<file path="src/rtl/unpack_pk_stream_pkg.sv">
// Shared constants, state encoding and coefficient scaling for the pk unpacker.
// Build option: UNPACK_PK_SHIFTL_EN pre-scales every t1 coefficient by 2^D.
package unpack_pk_stream_pkg;

  localparam int K         = 6;
  localparam int N         = 256;
  localparam int SEEDBYTES = 32;
  localparam int T1_BITS   = 10;
  localparam int D         = 13;
  localparam int COEFF_W   = 32;
  localparam int ACC_W     = 18;
  localparam int PK_BYTES  = SEEDBYTES + K * N * T1_BITS / 8;
  localparam int T1_BYTES  = PK_BYTES - SEEDBYTES;

`ifdef UNPACK_PK_SHIFTL_EN
  localparam int T1_SHIFT = D;
`else
  localparam int T1_SHIFT = 0;
`endif

  typedef enum logic [2:0] {
    ST_IDLE = 3'd0,
    ST_RHO  = 3'd1,
    ST_T1   = 3'd2,
    ST_DONE = 3'd3
  } state_t;

  function automatic logic [COEFF_W-1:0] scale_t1(input logic [T1_BITS-1:0] t1);
    logic [COEFF_W-1:0] w;
    w = COEFF_W'(t1);
    return w << T1_SHIFT;
  endfunction

endpackage

</file>
<file path="src/rtl/unpack_pk_stream_t1_bit_accumulator.sv">
// 18-bit LSB-first bit accumulator: byte push, 10-bit pop into a one-deep output register.
module unpack_pk_stream_t1_bit_accumulator
  import unpack_pk_stream_pkg::*;
(
  input  logic               clock,
  input  logic               reset,
  input  logic               clear,
  input  logic               active,
  input  logic [7:0]         in_byte,
  input  logic               in_rts,
  output logic               in_rtr,
  output logic [COEFF_W-1:0] coeff,
  output logic               out_rts,
  input  logic               out_rtr
);

  localparam logic [4:0] POP_BITS = 5'(T1_BITS);

  logic [ACC_W-1:0] acc;
  logic [ACC_W-1:0] acc_left;
  logic [4:0]       bc;
  logic [4:0]       bc_left;
  logic             pop;
  logic             push;

  // A byte may be taken in the same cycle as a pop, so room is judged on the
  // bits that remain after this cycle's pop; that keeps input at 1 byte/cycle.
  always_comb begin
    pop      = (bc >= POP_BITS) && (!out_rts || out_rtr);
    bc_left  = pop ? (bc - POP_BITS) : bc;
    acc_left = pop ? (acc >> T1_BITS) : acc;
    in_rtr   = active && (bc_left < POP_BITS);
    push     = in_rts && in_rtr;
  end

  always_ff @(posedge clock) begin
    if (!reset || clear) begin
      acc     <= '0;
      bc      <= '0;
      coeff   <= '0;
      out_rts <= 1'b0;
    end else begin
      if (push) begin
        acc <= acc_left | (ACC_W'(in_byte) << bc_left);
        bc  <= bc_left + 5'd8;
      end else begin
        acc <= acc_left;
        bc  <= bc_left;
      end
      if (pop) begin
        coeff   <= scale_t1(acc[T1_BITS-1:0]);
        out_rts <= 1'b1;
      end else if (out_rtr) begin
        out_rts <= 1'b0;
      end
    end
  end

endmodule

</file>
<file path="src/rtl/unpack_pk_stream.sv">
// Byte-serial Dilithium pk unpacker: captures rho, streams K*N 10-bit t1 coefficients.
// Build option: UNPACK_PK_SHIFTL_EN emits t1<<D instead of raw t1.
//
// state   | meaning
// IDLE    | waiting for start, no bytes accepted
// RHO     | capturing the 32 rho bytes into linear_rho
// T1      | unpacking t1 bytes into the coefficient stream
// DONE    | last coefficient transferred, waiting for start
module unpack_pk_stream
  import unpack_pk_stream_pkg::*;
(
  input  logic               clock,
  input  logic               reset,
  input  logic               start,
  input  logic [7:0]         in_byte,
  input  logic               in_rts,
  output logic               in_rtr,
  output logic [255:0]       linear_rho,
  output logic               rho_valid,
  output logic [COEFF_W-1:0] coeff,
  output logic [2:0]         coeff_poly,
  output logic [7:0]         coeff_idx,
  output logic               out_rts,
  input  logic               out_rtr,
  output logic               done
);

  state_t      state;
  logic [10:0] byte_cnt;
  logic        restart;
  logic        t1_active;
  logic        acc_rtr;
  logic        in_fire;
  logic        out_fire;
  logic        last_coeff;

  assign restart    = start && ((state == ST_IDLE) || (state == ST_DONE));
  assign t1_active  = (state == ST_T1) && (byte_cnt < 11'(T1_BYTES));
  assign in_rtr     = (state == ST_RHO) || acc_rtr;
  assign in_fire    = in_rts && in_rtr;
  assign out_fire   = out_rts && out_rtr;
  assign last_coeff = (coeff_poly == 3'(K - 1)) && (coeff_idx == 8'(N - 1));

  unpack_pk_stream_t1_bit_accumulator u_acc (
    .clock   (clock),
    .reset   (reset),
    .clear   (restart),
    .active  (t1_active),
    .in_byte (in_byte),
    .in_rts  (in_rts),
    .in_rtr  (acc_rtr),
    .coeff   (coeff),
    .out_rts (out_rts),
    .out_rtr (out_rtr)
  );

  always_ff @(posedge clock) begin
    if (!reset) begin
      state      <= ST_IDLE;
      byte_cnt   <= '0;
      linear_rho <= '0;
      rho_valid  <= 1'b0;
      done       <= 1'b0;
      coeff_poly <= '0;
      coeff_idx  <= '0;
    end else begin
      case (state)
        ST_IDLE, ST_DONE: begin
          if (start) begin
            state      <= ST_RHO;
            byte_cnt   <= '0;
            rho_valid  <= 1'b0;
            done       <= 1'b0;
            coeff_poly <= '0;
            coeff_idx  <= '0;
          end
        end
        ST_RHO: begin
          if (in_fire) begin
            linear_rho[{byte_cnt[4:0], 3'b000} +: 8] <= in_byte;
            if (byte_cnt == 11'(SEEDBYTES - 1)) begin
              byte_cnt  <= '0;
              rho_valid <= 1'b1;
              state     <= ST_T1;
            end else begin
              byte_cnt <= byte_cnt + 11'd1;
            end
          end
        end
        ST_T1: begin
          if (in_fire) byte_cnt <= byte_cnt + 11'd1;
          if (out_fire) begin
            coeff_idx <= coeff_idx + 8'd1;
            if (last_coeff) begin
              coeff_poly <= '0;
              done       <= 1'b1;
              state      <= ST_DONE;
            end else if (coeff_idx == 8'(N - 1)) begin
              coeff_poly <= coeff_poly + 3'd1;
            end
          end
        end
        default: state <= ST_IDLE;
      endcase
    end
  end

endmodule
</file>
<file path="config.mk">
export PLATFORM = sky130hd
export DESIGN_NAME = unpack_pk_stream
export DESIGN_NICKNAME = d
export VERILOG_FILES = /design/src/rtl/unpack_pk_stream_pkg.sv /design/src/rtl/unpack_pk_stream_t1_bit_accumulator.sv /design/src/rtl/unpack_pk_stream.sv
export SDC_FILE = /design/constraint.sdc
export NUM_CORES = 1
export LEC_CHECK = 0
export ABC_AREA = 1
export CORE_MARGIN = 3
export CORE_UTILIZATION = 33
export CTS_BUF_LIST = sky130_fd_sc_hd__clkbuf_8
export CTS_CLUSTER_SIZE = 40
export DETAILED_ROUTE_END_ITERATION = 16
export SETUP_SLACK_MARGIN = 0.3
export SLEW_MARGIN = 20
export SYNTH_ARGS = -nofsm -noshare
export SYNTH_HDL_FRONTEND = slang
export SYNTH_HIERARCHICAL = 1
export SYNTH_SLANG_ARGS = --single-unit
</file>
<file path="constraint.sdc">
create_clock -name clock -period 7.1 [get_ports clock]
set_clock_uncertainty 0.05 [all_clocks]
set_input_delay 0.71 -clock clock [delete_from_list [all_inputs] [get_ports clock]]
set_output_delay 0.71 -clock clock [all_outputs]
set_load 0.02 [all_outputs]
</file>
==> results of run 1 <==
final cells by class:
cell class | count | area [sq um] | area share, %
flip-flops and latches | 315 | 6310 | 34.2
inverters | 155 | 583 | 3.16
well taps | 539 | 674 | 3.65
repair buffers | 307 | 3040 | 16.5
clock inverters | 29 | 166 | 0.901
clock buffers | 71 | 977 | 5.29
multi-input cells | 1515 | 6710 | 36.4
power by group through the flow:
stage	clock network [mW]	registers (mW)	logic, mW
6_report	1.70	1.83	0.988
5_1_grt	1.82	1.83	1.09
4_1_cts	1.75	1.83	0.991
3_5_place_dp	0	1.87	0.988
3_3_place_gp	0	1.87	0.974
2_1_floorplan	0	1.89	0.702
stage by stage:
| step | instance area [sq um] | util, % | setup slack (ns) | hold slack, ns |
|---|---|---|---|---|
| 2_1_floorplan | 14200 | - | 3.97 | 0.379 |
| 3_3_place_gp | 17300 | 41.1 | 2.31 | 0.383 |
| 3_5_place_dp | 17300 | 41.1 | 2.13 | 0.388 |
| 4_1_cts | 18500 | 43.8 | 2.42 | 0.398 |
| 5_1_grt | 18500 | 43.8 | 2.04 | 0.422 |
| 6_report | 18500 | 43.8 | 2.48 | 0.396 |
per-layer routing:
metal	share of wire [%]	GRT usage (%)	up-vias
li1	-	-	7011
met5	0	0	-
met1	46	27.2	6284
met2	44	31.8	438
met3	7.0	4.48	81
met4	2.6	7.23	0
critical path, stage by stage (launching register included):
cell,delay [ns]
dfxtp_1,0.39
inv_2,0.08
ha_1,0.23
nand2_1,0.09
nand2_2,0.08
a21oi_2,0.76
nand2_2,0.14
nand2_4,0.14
inv_2,0.13
ha_1,0.24
nand2_2,0.10
nand2_1,0.05
inv_1,0.05
inv_1,0.04
nand2_2,0.07
nand3_1,0.09
clkinv_2,0.15
nand2_4,0.11
nor2_8,0.68
inv_2,0.29
nor2_2,0.37
nor2_1,0.09
nor2_1,0.10
Yosys cell counts:
cell type | number | area, sq um
nor2_1 | 528 | 1980
nand2_1 | 514 | 1930
dfxtp_1 | 315 | 6310
nand3_1 | 186 | 931
inv_1 | 139 | 522
a21oi_1 | 74 | 370
o21ai_0 | 51 | 255
clkbuf_1 | 48 | 180
nand4_1 | 34 | 213
buf_4 | 31 | 233
buf_2 | 24 | 120
inv_2 | 15 | 56.3
nor2_2 | 15 | 93.8
ha_1 | 14 | 175
nand2_2 | 13 | 81.3
nor2_4 | 13 | 146
nand3b_1 | 9 | 67.6
buf_1 | 8 | 30.0
a21oi_2 | 7 | 61.3
buf_6 | 6 | 67.6
nand2_4 | 6 | 67.6
xor2_1 | 5 | 43.8
nand3_2 | 4 | 40.0
nor3_1 | 4 | 20.0
a211oi_1 | 3 | 22.5
and2_1 | 3 | 18.8
o21a_1 | 2 | 15.0
o21ai_1 | 2 | 10.0
a21boi_2 | 1 | 11.3
clkinv_2 | 1 | 5.00
conb_1 | 1 | 3.75
nand3_4 | 1 | 17.5
nand4_4 | 1 | 21.3
nor2_8 | 1 | 20.0
o21ai_2 | 1 | 8.76
xnor2_1 | 1 | 8.76
logic make-up (layout without fill, tap and decap cells):
family,count (synthesis),after routing,share of synthesized area (%)
AO/OA/AOI/OAI,141,141,5.33
XOR/XNOR,6,6,0.371
adder cells (fa/ha/maj),14,14,1.24
buffers and inverters,272,562,8.57
flip-flops,315,315,44.6
other,1,22,0.0265
AND/OR/NAND/NOR,1332,1332,39.9
sequential cells by signal, summed over array words and instances, names as in the netlist:
signal / cells
byte_cnt: 11
coeff_idx: 8
state: 2
rho_valid: 1
u_acc/coeff: 10
u_acc/acc: 18
done: 1
linear_rho: 256
coeff_poly: 3
u_acc/bc: 4
u_acc/out_rts: 1
how the worst max path moves through the flow:
| stage | start | to |
|---|---|---|
| 3_3_place_gp | out_rtr | linear_rho[73] |
| 4_1_cts | u_acc/bc[1] | in_rtr |
| 2_1_floorplan | u_acc/bc[1] | linear_rho[206] |
| 6_report | u_acc/bc[1] | linear_rho[120] |
| 3_5_place_dp | out_rtr | linear_rho[51] |
| 5_1_grt | u_acc/bc[1] | linear_rho[79] |
==> results.tsv, run 1 <==
metric	value	unit
result of the run	finished, final reports clean	
ratio of final minimum period to clock period	65.0	%
R2R Setup Slk	2.48	ns
worst slew slack as a fraction of its limit	27.9	%
vias	13800	
nets	2375	
RSZ-0062 raised after global routing	false	
die span in x	213	microns
wire length of the first global-routing pass	71.9	mm
most common cell after layout, fill and taps aside	nor2_1	
vertical die dimension	213	microns
number of storage elements in the synthesis netlist	315	
cell area after synthesis	14200	sq um
number of distinct library cell variants in the gate-level netlist after synthesis	36	
power density normalized to cell area	245	nW/um^2
post-synthesis cell count	2081	
switching component of the power	1.57	mW
count of H-tree levels built during CTS	2	
Via density	4.71	
largest vdd supply drop	180	uV
initial antenna violation count	0	
number of global-route vias before repair	12900	
slew at the pin closest to its max-slew limit	1.08	ns
maximum number of pins on one net before global-route repair	125	
clock buffers created by TritonCTS	54	
warning count from the yosys run	6	
maximum clock path buffer count	3	
number of placed instances with taps included	2831	
maximum capacitance violations	0	
first drt pass iteration count	5	
peak fanout along the critical path	57	
initial core utilization	33.6	%
R2R Path Start	u_acc/bc[1]	
Achievable Freq	217	MHz
overall routed net length	47.5	mm
crit path time final	4.62	ns
worst reg2reg path endpoint	linear_rho[120]	
clock sinks	315	
launching element type of the critical path	flop	
dpl hpwl	33.5	mm
Setup violations, final	0	
P_leak	7.66	nW
start-to-end type of the worst setup path	flop to flop	
Clk pwr share	37.6	%
total power after layout	4.52	mW
io pins	316	
placeable core region	42100	sq um
endpoint of the worst hold path	linear_rho[5]	
Sequential Power Share	40.5	%
Area growth, synth to finish	30.4	%
remaining global-route overflow	0	
Placement Rows	75	
worst reg2reg path depth	22	
buffers inserted by post-CTS timing repair	0	
cell depth of the worst min-delay path	2	
design internal power	2.95	mW
average wire per cell in the routed design	16.2	microns
share of power burned in combinational logic	21.9	%
layout filler cell count	4298	
Net Sw Frac	34.6	%
Antenna Violating Nets Remaining	0	
Tot GR Track Use	20.2	%
antenna diode instance count	0	
required time of the critical path	7.60	ns
CTS clk-pin slew, worst paths	0.06	ns
routability congestion estimate from global placement	0.889	
count of hold-fix buffers inserted at cts	0	
Hold Vio Cnt, Final	0	
share of final-layout standard cells stronger than drive strength 1	7.48	%
leading cell types in the layout, fill and taps excluded	528 x nor2_1, 514 x nand2_1, 315 x dfxtp_1	
mean instance size in the synthesized netlist	6.80	sq um
non-filler cells, final	2931	
Setup TNS Final	0	ns
element type at the critical path end	flop	
post-cts resize count	0	
Root Buffer Master	clkbuf_8	
startpoint of the lowest-slack hold path	linear_rho[5]	
Worst Hold Class	flop to flop	
Iteration-0 DRC Markers	830	
overall die area	45400	sq um
post-synthesis sequential area ratio	44.6	%
number of DRC violations after detailed routing	0	
number of port buffers	293	
Arrival @ worst endpoint	5.12	ns
clock tree from TritonCTS	done	
clock latency at the later pin of the worst-skew pair	0.63	ns
Pins Over Slew Limit	0	
No activity file was read; power rests on OpenSTA's default activity.
==> run 2, diff against run 1 <==
==> constraint.sdc (replaced) <==
create_clock -name clock -period 3.7 [get_ports clock]
set_clock_uncertainty 0.05 [all_clocks]
set_input_delay 0.37 -clock clock [delete_from_list [all_inputs] [get_ports clock]]
set_output_delay 0.37 -clock clock [all_outputs]
set_load 0.02 [all_outputs]
==> results.tsv, run 2 (synthesis results as in run 1) <==
metric	value	unit	change
result of the run	finished, final reports clean		
Worst Hold Class	primary input to flop		
Area growth, synth to finish	34.2	%	
leading cell types in the layout, fill and taps excluded	528 x nor2_1, 504 x nand2_1, 314 x dfxtp_1		
antenna diode instance count	0		unchanged
worst slew slack as a fraction of its limit	42.9	%	+15 points
Placement Rows	75		unchanged
element type at the critical path end	primary output		
Arrival @ worst endpoint	2.81	ns	-2.31 ns
CTS clk-pin slew, worst paths	0.06	ns	about the same
wire length of the first global-routing pass	74.2	mm	+3.2%
maximum clock path buffer count	3		unchanged
number of flip-flops under the largest register name	256		unchanged
Sequential Power Share	39.3	%	-1.2 points
maximum number of pins on one net before global-route repair	84		-33%
clock tree from TritonCTS	done		
multi-input gate area in the final layout	6800	sq um	+1.2%
Tot GR Track Use	20.8	%	+0.60 points
peak fanout along the critical path	8		-86%
number of DRC violations after detailed routing	0		unchanged
launching element type of the critical path	flop		
Setup TNS Final	0	ns	unchanged
RSZ-0062 raised after global routing	true		
P_leak	7.91	nW	+3.2%
remaining global-route overflow	0		unchanged
largest vdd supply drop	278	uV	+55%
initial core utilization	33.6	%	unchanged
overall die area	45400	sq um	unchanged
nets	2410		+1.5%
io pins	316		unchanged
non-filler cells, final	2966		+1.2%
Via density	4.76		+0.95%
Net Sw Frac	34.2	%	-0.42 points
routability congestion estimate from global placement	0.860		-3.3%
Root Buffer Master	clkbuf_8		
average wire per cell in the routed design	16.6	microns	+2.4%
Hold Vio Cnt, Final	0		unchanged
Pins Over Slew Limit	0		unchanged
power density normalized to cell area	471	nW/um^2	+92%
layout filler cell count	4265		-0.77%
placeable core region	42100	sq um	unchanged
count of H-tree levels built during CTS	2		unchanged
number of global-route vias before repair	13100		+1.5%
Setup violations, final	0		unchanged
Clk pwr share	38.8	%	+1.2 points
switching component of the power	3.06	mW	+95%
start-to-end type of the worst setup path	flop to primary output		
share of power burned in combinational logic	21.9	%	about the same
crit path time final	3.23	ns	
clock sinks	315		unchanged
largest registers ranked by flip-flop count	linear_rho x256, u_acc/acc x18, byte_cnt x11		
share of final-layout standard cells stronger than drive strength 1	9.64	%	+2.2 points
number of placed instances with taps included	2848		+0.60%
first drt pass iteration count	5		unchanged
vertical die dimension	213	microns	unchanged
R2R Setup Slk	0.48	ns	-2.00 ns
FF/Latch Area	6310	sq um	about the same
clock buffers created by TritonCTS	55		+1.9%
required time of the critical path	3.28	ns	-4.32 ns
ratio of final minimum period to clock period	87.3	%	
Antenna Violating Nets Remaining	0		unchanged
Most flops, register	linear_rho		
clock latency at the later pin of the worst-skew pair	0.64	ns	about the same
dpl hpwl	35.1	mm	+4.7%
count of hold-fix buffers inserted at cts	0		unchanged
Iteration-0 DRC Markers	807		-2.8%
overall routed net length	49.2	mm	+3.6%
maximum capacitance violations	0		unchanged
most common cell after layout, fill and taps aside	nor2_1		
initial antenna violation count	0		unchanged
slew at the pin closest to its max-slew limit	0.855	ns	-0.227 ns
number of port buffers	293		unchanged
vias	14100		+2.2%
design internal power	5.88	mW	+99%
die span in x	213	microns	unchanged
Achievable Freq	310	MHz	
## run 2: cell count changes in the layout (fill, tap and decap cells not counted), moves of 4 or more
cell,change
nor2_4,+8
inv_1,-7
clkbuf_8,+5
nand2_2,+9
nor2_2,-8
inv_4,+4
buf_4,+24
buf_12,+8
nand2_1,-10
## run 2: metrics by stage
step	power (mW)	hold slack (ns)	cell area, sq um	utilization (%)	worst slack, ns
2_1_floorplan	4.97	0.379	14200	-	0.574
3_3_place_gp	5.48	0.386	17500	41.4	0.252
3_5_place_dp	5.51	0.391	17500	41.4	0.177
4_1_cts	8.98	0.102	18700	44.3	0.256
5_1_grt	9.40	0.134	19000	45.1	0.227
6_report	8.94	0.142	19000	45.1	0.470
## run 2: final timing paths
| check | endpoint | start | cells after the start |
|---|---|---|---|
| setup / recovery | in_rtr | u_acc/bc[2] | 17 |
| hold / removal | state[0] | reset | 3 |
| setup reg to reg | linear_rho[79] | u_acc/bc[2] | 24 |
| hold reg to reg | linear_rho[7] | linear_rho[7] | 2 |
## run 2: repair_timing
item                       CTS  global route
setup endpoints to repair   33           217
gates cloned                 0             1
gates resized for setup      1            37
setup buffers                0            16
pin swaps                    0             7
hold endpoints to repair     0             0
## run 2: cell type report
cell class | instances | area share [%]
inverter | 155 | 3.14
clock buffer | 76 | 5.51
timing repair buffer | 341 | 18.0
sequential | 315 | 33.2
multi-input combinational | 1515 | 35.8
clock inverter | 25 | 0.869
tap | 539 | 3.55
## run 2: metal layers
metal | global-route usage [%] | vias to the layer above | part of all wire [%]
met1 | 28.1 | 6469 | 45
met3 | 4.45 | 84 | 7.0
li1 | - | 7078 | -
met2 | 33.0 | 481 | 45
met5 | 0 | - | 0
met4 | 7.00 | 0 | 3.0
## run 2: power by group through the flow
stage          combinational, mW  sequential, mW  clock (mW)
3_5_place_dp                1.92            3.59           0
4_1_cts                     1.92            3.52        3.55
6_report                    1.96            3.52        3.47
5_1_grt                     2.16            3.52        3.71
2_1_floorplan               1.35            3.62           0
3_3_place_gp                1.90            3.59           0
## run 2: critical path, cell delays in order (launching register included)
cell and delay [ns]:
dfxtp_1 0.33, inv_1 0.09, ha_1 0.19, inv_1 0.05, nand2_1 0.05, nand2_2 0.11
nand2_4 0.08, nand2_4 0.11, nand2_1 0.10, nand2_4 0.12, inv_2 0.05, ha_1 0.20
nand2_2 0.10, nand2_1 0.06, inv_1 0.06, inv_1 0.04, nand2_2 0.07, dlygate4sd2_1 0.37
==> run 3, diff against run 2 <==
--- a/config.mk
+++ b/config.mk
@@ -5,7 +5,7 @@
 export SDC_FILE = /design/constraint.sdc
 export NUM_CORES = 1
 export LEC_CHECK = 0
-export ABC_AREA = 1
+export ABC_AREA = 0
 export CORE_MARGIN = 3
 export CORE_UTILIZATION = 33
 export CTS_BUF_LIST = sky130_fd_sc_hd__clkbuf_8
==> results.tsv, run 3 <==
metric	value	unit	change
largest vdd supply drop	225	uV	-19%
number of storage elements in the synthesis netlist	315		unchanged
count of hold-fix buffers inserted at cts	0		unchanged
final instance area	18000	sq um	-5.2%
clock latency at the later pin of the worst-skew pair	0.63	ns	about the same
Post-synth ARST share	0	%	unchanged
Post-Place Cell Area	16900	sq um	-3.4%
number of flip-flops under the largest register name	256		unchanged
CTS clk-pin slew, worst paths	0.06	ns	about the same
start-to-end type of the worst setup path	flop to primary output		
Setup TNS Final	0	ns	unchanged
mean instance size in the synthesized netlist	9.38	sq um	+38%
Most flops, register	linear_rho		
most frequent cells after synthesis	391 x nand2_1, 315 x dfxtp_1, 277 x mux2i_1		
required time of the critical path	3.28	ns	about the same
routability congestion estimate from global placement	0.844		-1.8%
Pins Over Slew Limit	0		unchanged
cell area after synthesis	13400	sq um	-5.2%
top_reg_cell synth	dfxtp_1		
number of DRC violations after detailed routing	0		unchanged
initial antenna violation count	2		+2
layout filler cell count	3834		-10%
average wire per cell in the routed design	19.1	microns	+15%
most instantiated library cell after synthesis	nand2_1		
overall routed net length	43.9	mm	-11%
library cell with the largest summed area after synthesis	dfxtp_1		
first drt pass iteration count	6		+1
worst slew slack as a fraction of its limit	35.8	%	-7.2 points
top area cells in the synthesized netlist	dfxtp_1 47%, mux2i_1 21%, nand2_1 11%		
crit path time final	3.25	ns	+0.0200 ns
Tot GR Track Use	19.6	%	-1.2 points
post-route worst hold slack	0.240	ns	+0.0984 ns
io pins	316		unchanged
element type at the critical path end	primary output		
peak fanout along the critical path	12		+4
EDFF count, synth	0		unchanged
slew at the pin closest to its max-slew limit	0.961	ns	+0.106 ns
warning count from the yosys run	6		unchanged
antenna diode instance count	0		unchanged
ratio of final minimum period to clock period	87.8	%	+0.54 points
remaining global-route overflow	0		unchanged
largest registers ranked by flip-flop count	linear_rho x256, u_acc/acc x18, byte_cnt x11		
result of the run	finished, final reports clean		
Worst Hold Class	primary input to flop		
most common cell after layout, fill and taps aside	nand2_1		
maximum clock path buffer count	3		unchanged
leading cell types in the layout, fill and taps excluded	391 x nand2_1, 315 x dfxtp_1, 291 x clkdlybuf4s50_1		
wire length of the first global-routing pass	67.0	mm	-9.8%
Placement Rows	73		-2.7%
Setup violations, final	0		unchanged
share of final-layout standard cells stronger than drive strength 1	10.0	%	+0.36 points
clock sinks	315		unchanged
initial core utilization	33.6	%	about the same
Achievable Freq	308	MHz	-0.61%
post-synthesis cell count	1431		-31%
die span in x	208	microns	-2.6%
number of port buffers	293		unchanged
power density normalized to cell area	431	nW/um^2	-8.5%
RSZ-0062 raised after global routing	false		
P_leak	7.07	nW	-11%
number of placed instances with taps included	2206		-23%
fraction of met3 tracks used by global routing	5.43	%	+0.97 points
Arrival @ worst endpoint	2.83	ns	+0.02 ns
Iteration-0 DRC Markers	611		-24%
clock buffers created by TritonCTS	54		-1.8%
maximum capacitance violations	0		unchanged
placeable core region	39900	sq um	-5.3%
maximum number of pins on one net before global-route repair	85		+1.2%
Via density	4.84		+1.8%
Area growth, synth to finish	34.3	%	about the same
Antenna Violating Nets Remaining	0		unchanged
busiest layer in global routing	met2		
number of distinct library cell variants in the gate-level netlist after synthesis	69		+92%
met2 track utilization from global routing	31.0	%	-2.0 points
dpl hpwl	32.1	mm	-8.4%
launching element type of the critical path	flop		
nets	1765		-27%
count of H-tree levels built during CTS	2		unchanged
number of global-route vias before repair	11100		-16%
clock tree from TritonCTS	done		
met1 layer usage reported by global route	26.2	%	-1.9 points
overall die area	43100	sq um	-5.1%
Root Buffer Master	clkbuf_8		
Hold Vio Cnt, Final	0		unchanged
total power after layout	7.76	mW	-13%
vias	11200		-21%
non-filler cells, final	2304		-22%
post-synthesis sequential area ratio	47.0	%	+2.5 points
vertical die dimension	208	microns	-2.6%
post-synth top area share	47.0	%	+2.5 points
## run 3: path summary, 6_finish.rpt
| path | endpoint | from | cells past startpoint | slack [ns] |
|---|---|---|---|---|
| worst max-delay path | in_rtr | u_acc/bc[1] | 10 | 0.45 |
| worst max register to register | byte_cnt[9] | u_acc/bc[1] | 13 | 0.84 |
| worst min-delay path | linear_rho[53] | reset | 3 | 0.24 |
| worst min register to register | linear_rho[15] | linear_rho[15] | 2 | 0.40 |
## run 3: routing by layer
layer	routed length [microns]	up-vias
met5	11	-
met4	1090	2
met3	3350	70
met2	19600	373
met1	19900	5301
li1	-	5410
## run 3: what timing repair did
item / in CTS / in global routing
pin swaps: 0 / 2
gates cloned: 0 / 0
buffers inserted: 0 / 1
resized for setup: 8 / 4
setup endpoints to repair: 1 / 1
## run 3: stage by stage
step                setup slack, ns  util, %
floorplan                     0.445        -
global placement              0.409     42.2
detailed placement            0.357     42.2
CTS                           0.309     45.1
global route                  0.296     45.1
finish                        0.450     45.1
## run 3: layout make-up
class,count,area [sq um],share of cell area (%)
Sequential cell,315,6310,35.0
Tap cell,525,657,3.65
Clock inverter,25,125,0.695
Inverter,11,41.3,0.229
Clock buffer,72,991,5.50
Timing Repair Buffer,323,3160,17.5
Multi-Input combinational cell,1033,6740,37.4
## run 3: logic make-up (layout without fill, tap and decap cells)
logic type	Yosys count	after routing	synth area share, %
AO/OA/AOI/OAI	101	101	5.38
XOR/XNOR	18	18	1.18
adder cells (fa/ha/maj)	14	14	1.31
buffers and inverters	104	431	3.77
flip-flops	315	315	47.0
multiplexers	282	282	21.1
other	1	22	0.0280
AND/OR/NAND/NOR	596	596	20.3
## run 3: power by group
group          switching, mW  total [mW]  leakage [nW]  internal (mW)
Sequential            0.0304        3.46          2.54           3.43
Combinational          0.782        1.12          3.88          0.337
Clock                   1.44        3.18         0.647           1.73
## run 3: critical path, stage by stage (launching register included)
cell      delay [ns]
dfxtp_1         0.32
buf_4           0.18
ha_1            0.23
nand2b_1        0.17
and4_2          0.27
nor2_4          0.17
ha_4            0.16
o211ai_4        0.06
and3_4          0.23
or2_2           0.28
buf_2           0.16
